--- config.mk ---
export PLATFORM = sky130hd
export DESIGN_NAME = multicycle_control_flat
export DESIGN_NICKNAME = d
export VERILOG_FILES = /design/src/rtl/multicycle_control_if.sv /design/src/rtl/multicycle_control.sv /design/src/flat_wrapper.sv
export SDC_FILE = /design/constraint.sdc
export NUM_CORES = 1
export LEC_CHECK = 0
export ABC_AREA = 1
export BUFFER_PORTS_ARGS = -buffer_cell sky130_fd_sc_hd__buf_4
export CAP_MARGIN = 20
export CORE_UTILIZATION = 48
export DETAILED_ROUTE_END_ITERATION = 10
export GPL_TIMING_DRIVEN = 0
export MAX_ROUTING_LAYER = met4
export PLACE_DENSITY_LB_ADDON = 0.1
export SLEW_MARGIN = 20
export SYNTH_ARGS = -nofsm -noshare
export SYNTH_HDL_FRONTEND = slang
export SYNTH_SLANG_ARGS = --single-unit
export TNS_END_PERCENT = 20
--- constraint.sdc ---
create_clock -name clk -period 1.6 [get_ports clk]
set_clock_uncertainty 0.05 [all_clocks]
set_input_delay 0.08 -clock clk [delete_from_list [all_inputs] [get_ports clk]]
set_output_delay 0.08 -clock clk [all_outputs]
set_load 0.03 [all_outputs]
--- src/rtl/multicycle_control_if.sv ---
// multicycle_control_if: control/status bundle between the multi-cycle controller and its datapath.
interface multicycle_control_if #(parameter int INSTRET_W = 32);
   logic [31:0]          instr;
   logic [4:0]           status;
   logic                 pcsrc;
   logic                 alusrc;
   logic [3:0]           aluop;
   logic                 memrw;
   logic                 wb;
   logic                 regrw;
   logic [1:0]           immgen_ctrl;
   logic                 pc_en;
   logic                 illegal;
   logic [INSTRET_W-1:0] instret;
   modport master (output instr, status,
                   input pcsrc, alusrc, aluop, memrw, wb, regrw, immgen_ctrl, pc_en, illegal, instret);
   modport slave (input instr, status,
                  output pcsrc, alusrc, aluop, memrw, wb, regrw, immgen_ctrl, pc_en, illegal, instret);
endinterface

--- src/rtl/multicycle_control.sv ---
// multicycle_control: FETCH-DECODE-EXEC-MEM-WB sequencer with decode, branch resolution and retire count.
module multicycle_control #(parameter int INSTRET_W = 32) (
   input logic clk,
   input logic rst,
   multicycle_control_if.slave bus
);
   typedef enum logic [2:0] {IDLE, FETCH, DECODE, EXEC, MEM, WB, TRAP} state_t;
   typedef enum logic [1:0] {K_RI, K_LW, K_SW, K_BR} kind_t;
   state_t               state;
   kind_t                kind, kind_d;
   logic [6:0]           op, f7;
   logic [2:0]           f3;
   logic [3:0]           base, alu_d, aluop;
   logic [1:0]           imm_d, immgen_ctrl;
   logic                 f3_ok, legal_d, alusrc_d, wb_d, taken;
   logic                 alusrc, memrw, wb, regrw, pc_en, illegal;
   logic [INSTRET_W-1:0] instret;
   logic                 unused_bits;
   assign unused_bits = ^{bus.status[4], bus.instr[24:15], bus.instr[11:7]};
   always_comb begin
      f3_ok = 1'b1;
      case (f3)
         3'b000:  base = 4'b0000;
         3'b100:  base = 4'b0001;
         3'b111:  base = 4'b0010;
         3'b110:  base = 4'b0011;
         3'b001:  base = 4'b0101;
         3'b101:  base = 4'b0110;
         default: begin base = 4'b0000; f3_ok = 1'b0; end
      endcase
      legal_d = 1'b0;
      alu_d = 4'b0000;
      alusrc_d = 1'b0;
      imm_d = 2'b00;
      wb_d = 1'b0;
      kind_d = K_RI;
      case (op)
         7'b0110011: begin
            legal_d = f3_ok && (f7 == 7'd0 || (f7 == 7'b0100000 && (f3 == 3'b000 || f3 == 3'b110)));
            alu_d = f7[5] ? (f3 == 3'b000 ? 4'b0111 : 4'b0100) : base;
         end
         7'b0010011: begin
            legal_d = f3_ok && (f3[1:0] != 2'b01 || f7 == 7'd0);
            alu_d = base;
            alusrc_d = 1'b1;
         end
         7'b0000011: begin
            legal_d = f3 == 3'b010;
            alusrc_d = 1'b1;
            wb_d = 1'b1;
            kind_d = K_LW;
         end
         7'b0100011: begin
            legal_d = f3 == 3'b010;
            alusrc_d = 1'b1;
            imm_d = 2'b01;
            kind_d = K_SW;
         end
         7'b1100011: begin
            legal_d = !f3[1];
            alu_d = 4'b0111;
            imm_d = 2'b10;
            kind_d = K_BR;
         end
         default: legal_d = 1'b0;
      endcase
   end
   // Flags only settle during EXEC, so the branch decision is resolved combinationally there.
   assign taken = (f3[2] ? bus.status[1] ^ bus.status[3] : bus.status[0]) ^ f3[0];
   assign bus.pcsrc = state == EXEC && kind == K_BR && taken;
   always_ff @(posedge clk or posedge rst) begin
      if (rst) begin
         state <= IDLE;
         kind <= K_RI;
         {f7, f3, op} <= '0;
         {alusrc, aluop, immgen_ctrl, wb} <= '0;
         {memrw, regrw, pc_en, illegal} <= '0;
         instret <= '0;
      end else begin
         regrw <= 1'b0;
         memrw <= 1'b0;
         pc_en <= 1'b0;
         instret <= instret + INSTRET_W'(pc_en);
         case (state)
            IDLE:   state <= FETCH;
            FETCH: begin
               {f7, f3, op} <= {bus.instr[31:25], bus.instr[14:12], bus.instr[6:0]};
               state <= DECODE;
            end
            DECODE: if (!legal_d) begin
               illegal <= 1'b1;
               state <= TRAP;
            end else begin
               {alusrc, aluop, immgen_ctrl, wb} <= {alusrc_d, alu_d, imm_d, wb_d};
               kind <= kind_d;
               pc_en <= kind_d == K_BR;
               state <= EXEC;
            end
            EXEC: begin
               state <= kind == K_BR ? FETCH : (kind == K_RI ? WB : MEM);
               memrw <= kind == K_SW;
               regrw <= kind == K_RI;
               pc_en <= kind == K_RI || kind == K_SW;
            end
            MEM: begin
               state <= kind == K_LW ? WB : FETCH;
               regrw <= kind == K_LW;
               pc_en <= kind == K_LW;
            end
            WB:     state <= FETCH;
            default: state <= TRAP;
         endcase
      end
   end
   assign bus.alusrc = alusrc;
   assign bus.aluop = aluop;
   assign bus.memrw = memrw;
   assign bus.wb = wb;
   assign bus.regrw = regrw;
   assign bus.immgen_ctrl = immgen_ctrl;
   assign bus.pc_en = pc_en;
   assign bus.illegal = illegal;
   assign bus.instret = instret;
endmodule

--- src/flat_wrapper.sv ---
// flat-port wrapper written by rule: the top's interface ports become plain ports
module multicycle_control_flat 
#(parameter int INSTRET_W = 32)
  (clk, rst, bus_instr, bus_status, bus_pcsrc, bus_alusrc, bus_aluop, bus_memrw, bus_wb, bus_regrw, bus_immgen_ctrl, bus_pc_en, bus_illegal, bus_instret);
  multicycle_control_if #(.INSTRET_W(INSTRET_W)) bus_i ();
  input logic clk;
  input logic rst;
  input wire logic [$bits(bus_i.instr)-1:0] bus_instr;
  input wire logic [$bits(bus_i.status)-1:0] bus_status;
  output wire logic [$bits(bus_i.pcsrc)-1:0] bus_pcsrc;
  output wire logic [$bits(bus_i.alusrc)-1:0] bus_alusrc;
  output wire logic [$bits(bus_i.aluop)-1:0] bus_aluop;
  output wire logic [$bits(bus_i.memrw)-1:0] bus_memrw;
  output wire logic [$bits(bus_i.wb)-1:0] bus_wb;
  output wire logic [$bits(bus_i.regrw)-1:0] bus_regrw;
  output wire logic [$bits(bus_i.immgen_ctrl)-1:0] bus_immgen_ctrl;
  output wire logic [$bits(bus_i.pc_en)-1:0] bus_pc_en;
  output wire logic [$bits(bus_i.illegal)-1:0] bus_illegal;
  output wire logic [$bits(bus_i.instret)-1:0] bus_instret;
  assign bus_i.instr = bus_instr;
  assign bus_i.status = bus_status;
  assign bus_pcsrc = bus_i.pcsrc;
  assign bus_alusrc = bus_i.alusrc;
  assign bus_aluop = bus_i.aluop;
  assign bus_memrw = bus_i.memrw;
  assign bus_wb = bus_i.wb;
  assign bus_regrw = bus_i.regrw;
  assign bus_immgen_ctrl = bus_i.immgen_ctrl;
  assign bus_pc_en = bus_i.pc_en;
  assign bus_illegal = bus_i.illegal;
  assign bus_instret = bus_i.instret;
  multicycle_control #(.INSTRET_W(INSTRET_W)) u_core (.clk(clk), .rst(rst), .bus(bus_i));
endmodule
==> impl_metrics.csv <==
group,metric,value,unit
timing,setup_violations,4,
yosys,netlist_area,3280,µm²
layout,nFillCells,543,
power_and_ir_drop,power.density,707,nW/µm²
yosys,yosys.area_share.xor_xnor,7.48,%
timing,fin_tns_setup,-0.0835,ns
drt,drc,2,
layout,layout.nets,517,
status,violations,"design-rule violations, negative setup slack",
setup_path,worst_setup_path_end_kind,"flop",
yosys,synth_compound_area_share,3.32,%
floorplanning,dieWidth,84.6,µm
drt,postRouteAntennaNets,0,
drt,drt_wl_total,7.21,mm
grt,grt_pass1_wl,12.1,mm
yosys,synth_fa_ha_area_share,2.29,%
timing,fmax,0.605,GHz
timing,rsz0062_at_grt,"true",
floorplanning,io-pin-count,84,
yosys,synthFlopType,"dfrtp_1",
setup_path,required,1.79,ns
drt,vias_per_cell,5.03,
power_and_ir_drop,power_leakage,0.00222,µW
power_and_ir_drop,ir_drop,0.445,mV
worst_hold_path,hold_path_class,"in -> async",
setup_path,critPathArrivalTime,1.84,ns
setup_path,critPathKind,"reg -> reg",
yosys,synth_top_area_share,49.6,%
placement,gp_congestion,0.944,
status,status,"finished, violations left",
timing,final-max-slew-violation-count,0,
setup_path,crit_fanout,3,
layout,diodes,0,
layout,fin_area,4380,µm²
yosys,synthSimpleGateAreaFrac,28.6,%
clock_tree,cts_root_buffer,"clkbuf_8",
grt,grt_max_degree,35,
placement,dp_hpwl,5.06,mm
yosys,netlist_top_cells_count,"nand2_1, dfrtp_1, nor2_1",
drt,drt_iter0_drc,146,
timing,fin_crit_sh,103,%
yosys,synthCells,370,
drt,firstDrtPassIters,11,
yosys,synth_cell_types,31,
run,cap_violations,0,
grt,grt_pass1_vias,2748,
yosys,yosysWarnings,0,
layout,drive_above_1_share,31.5,%
floorplanning,core_area,6460,µm²
floorplanning,initial_core_util,50.8,%
yosys,yosysSeqAreaShare,49.6,%
floorplanning,die_area,7160,µm²
drt,routedWlPerCell,13.0,µm
layout,area.growth.synth_to_final,33.7,%
yosys,synth_top_family_by_area,"simple AND/OR/NAND/NOR gates",
clock_tree,cts_made_buffers,9,
drt,num_vias,2782,
timing,relSlewSlack,52.9,%
grt,grt_use_total,22.5,%
yosys,yosysMostFrequentCell,"nand2_1",
timing,hold_ws,0.340,ns
yosys,synth_area_leader_cell,"dfrtp_1",
timing,worst_slack,-0.0538,ns
floorplanning,die_h,84.6,µm
placement,port_buffers,65,
grt,grt_overflow,0,
clock_tree,insertion_delay,0.35,ns
setup_path,cp-start-kind,"flop",
floorplanning,row_count,29,
yosys,synth-edff-count,0,
power_and_ir_drop,finalPower,3100,µW
clock_tree,cts.sinks,65,
grt,antenna_found_initial,0,
timing,finalHoldViolations,0,
timing,tightest_slew,0.705,ns
timing,period_minus_slack,1.65,ns
yosys,ys_async_sr_fraction,100,%
yosys,synth.area.top_cells,"dfrtp_1, nand2_1, nor2_1",
yosys,syn-mean-instance-area,8.86,µm²
clock_tree,cts_tree,"yes",
placement,pre_cts_slack,-0.200,ns
clock_tree,clkTransAtPathRegs,0.07,ns
yosys,synth_mux_area_share,3.44,%
yosys,synth_seq_cells,65,
clock_tree,h-tree-depth,3,
placement,placed_cell_area,3920,µm²
yosys,syn-num-nets,415,
clock_tree,ctsLongestPathBuffers,2,
[critical path, cell delays in order (launching register included)]
cell     delay, ns
dfrtp_2       0.39
ha_4          0.15
ha_4          0.14
nand3_4       0.10
nor3_4        0.19
nand2_2       0.12
nor2_4        0.12
nand3_2       0.10
o21ai_1       0.13
nand2_1       0.05
[layer usage]
layer  share of wire (%)  routed length, µm  global-route usage (%)  vias up
met5                   0                  0                       -        -
met4                 2.6                186                    9.55        0
met3                 3.4                246                    5.41       18
met2                  51               3700                    38.2       66
met1                  43               3070                    25.4     1297
li1                    -                  -                       -     1401
[what timing repair did]
action | in CTS | in global routing
hold buffers | 18 | 0
endpoints found under the setup margin | 11 | 29
setup buffers | 3 | 4
hold endpoints to repair | 48 | 0
resized for setup | 12 | 19
pin swaps | 1 | 3
[state kept, by name, summed over array words and instances (netlist names)]
register                flops
u_core.bus.memrw            1
u_core.bus.immgen_ctrl      2
u_core.bus.illegal          1
u_core.kind                 2
u_core.f7                   7
u_core.op                   7
u_core.bus.alusrc           1
u_core.state                3
u_core.f3                   3
u_core.bus.regrw            1
u_core.bus.aluop            3
u_core.bus.wb               1
u_core.bus.instret         32
u_core.bus.pc_en            1
[logic make-up (layout without fill, tap and decap cells)]
group	after synthesis	in the layout
and+or+nand+nor	197	197
DFF	65	65
buffers and inverters	43	149
xor gates and xnor gates	28	28
AOI/OAI and AO/OA	20	20
muxes	10	10
adders and majority gates	6	6
other	1	1
[cell type report]
class                   instances  area [µm²]  area share, %
plain buffers                   4        22.5          0.514
clock inverters                 4        20.0          0.457
clock buffers                  11         141           3.23
inverters                      39         150           3.43
repair buffers                 91         738           16.8
multi-input cells             262        1580           36.1
well taps                      77        96.3           2.20
flip-flops and latches         65        1630           37.2
[through the flow]
stage	instances	utilization [%]
after global routing	553	67.9
after global placement	512	60.4
after CTS	549	66.8
final	553	67.9
after detailed placement	513	60.7
after floorplan	370	-
[cells in the final DEF (no fill, tap or decap), types with 10 or more instances in the layout]
cell and instances:
nand2_1 79, buf_4 72, dfrtp_1 62, nor2_1 34, nand3_1 32, inv_1 30, dlygate4sd3_1 18, xor2_1 17
nor2_2 11, xnor2_1 11, a21oi_1 10, mux2_2 10, clkbuf_8 10
[final timing paths]
check,startpoint,endpoint,slack [ns],cells after the start
min in group clk,u_core.bus.illegal,u_core.bus.illegal,0.42,2
hold / removal,rst,u_core.bus.instret[3],0.34,3
max in group asynchronous,rst,u_core.op[2],0.56,4
setup reg to reg,u_core.bus.instret[0],u_core.bus.instret[26],-0.05,9
hold reg to reg,u_core.bus.illegal,u_core.bus.illegal,0.42,2
setup / recovery,u_core.bus.instret[0],u_core.bus.instret[26],-0.05,9
[report_power, final]
| group | switching [µW] | total (µW) | internal, µW |
|---|---|---|---|
| registers | 17.2 | 1680 | 1670 |
| clock network | 625 | 1210 | 585 |
| logic | 102 | 205 | 103 |
| total | 744 | 3100 | 2350 |
Note: power is estimated with default switching activity, not from simulation.
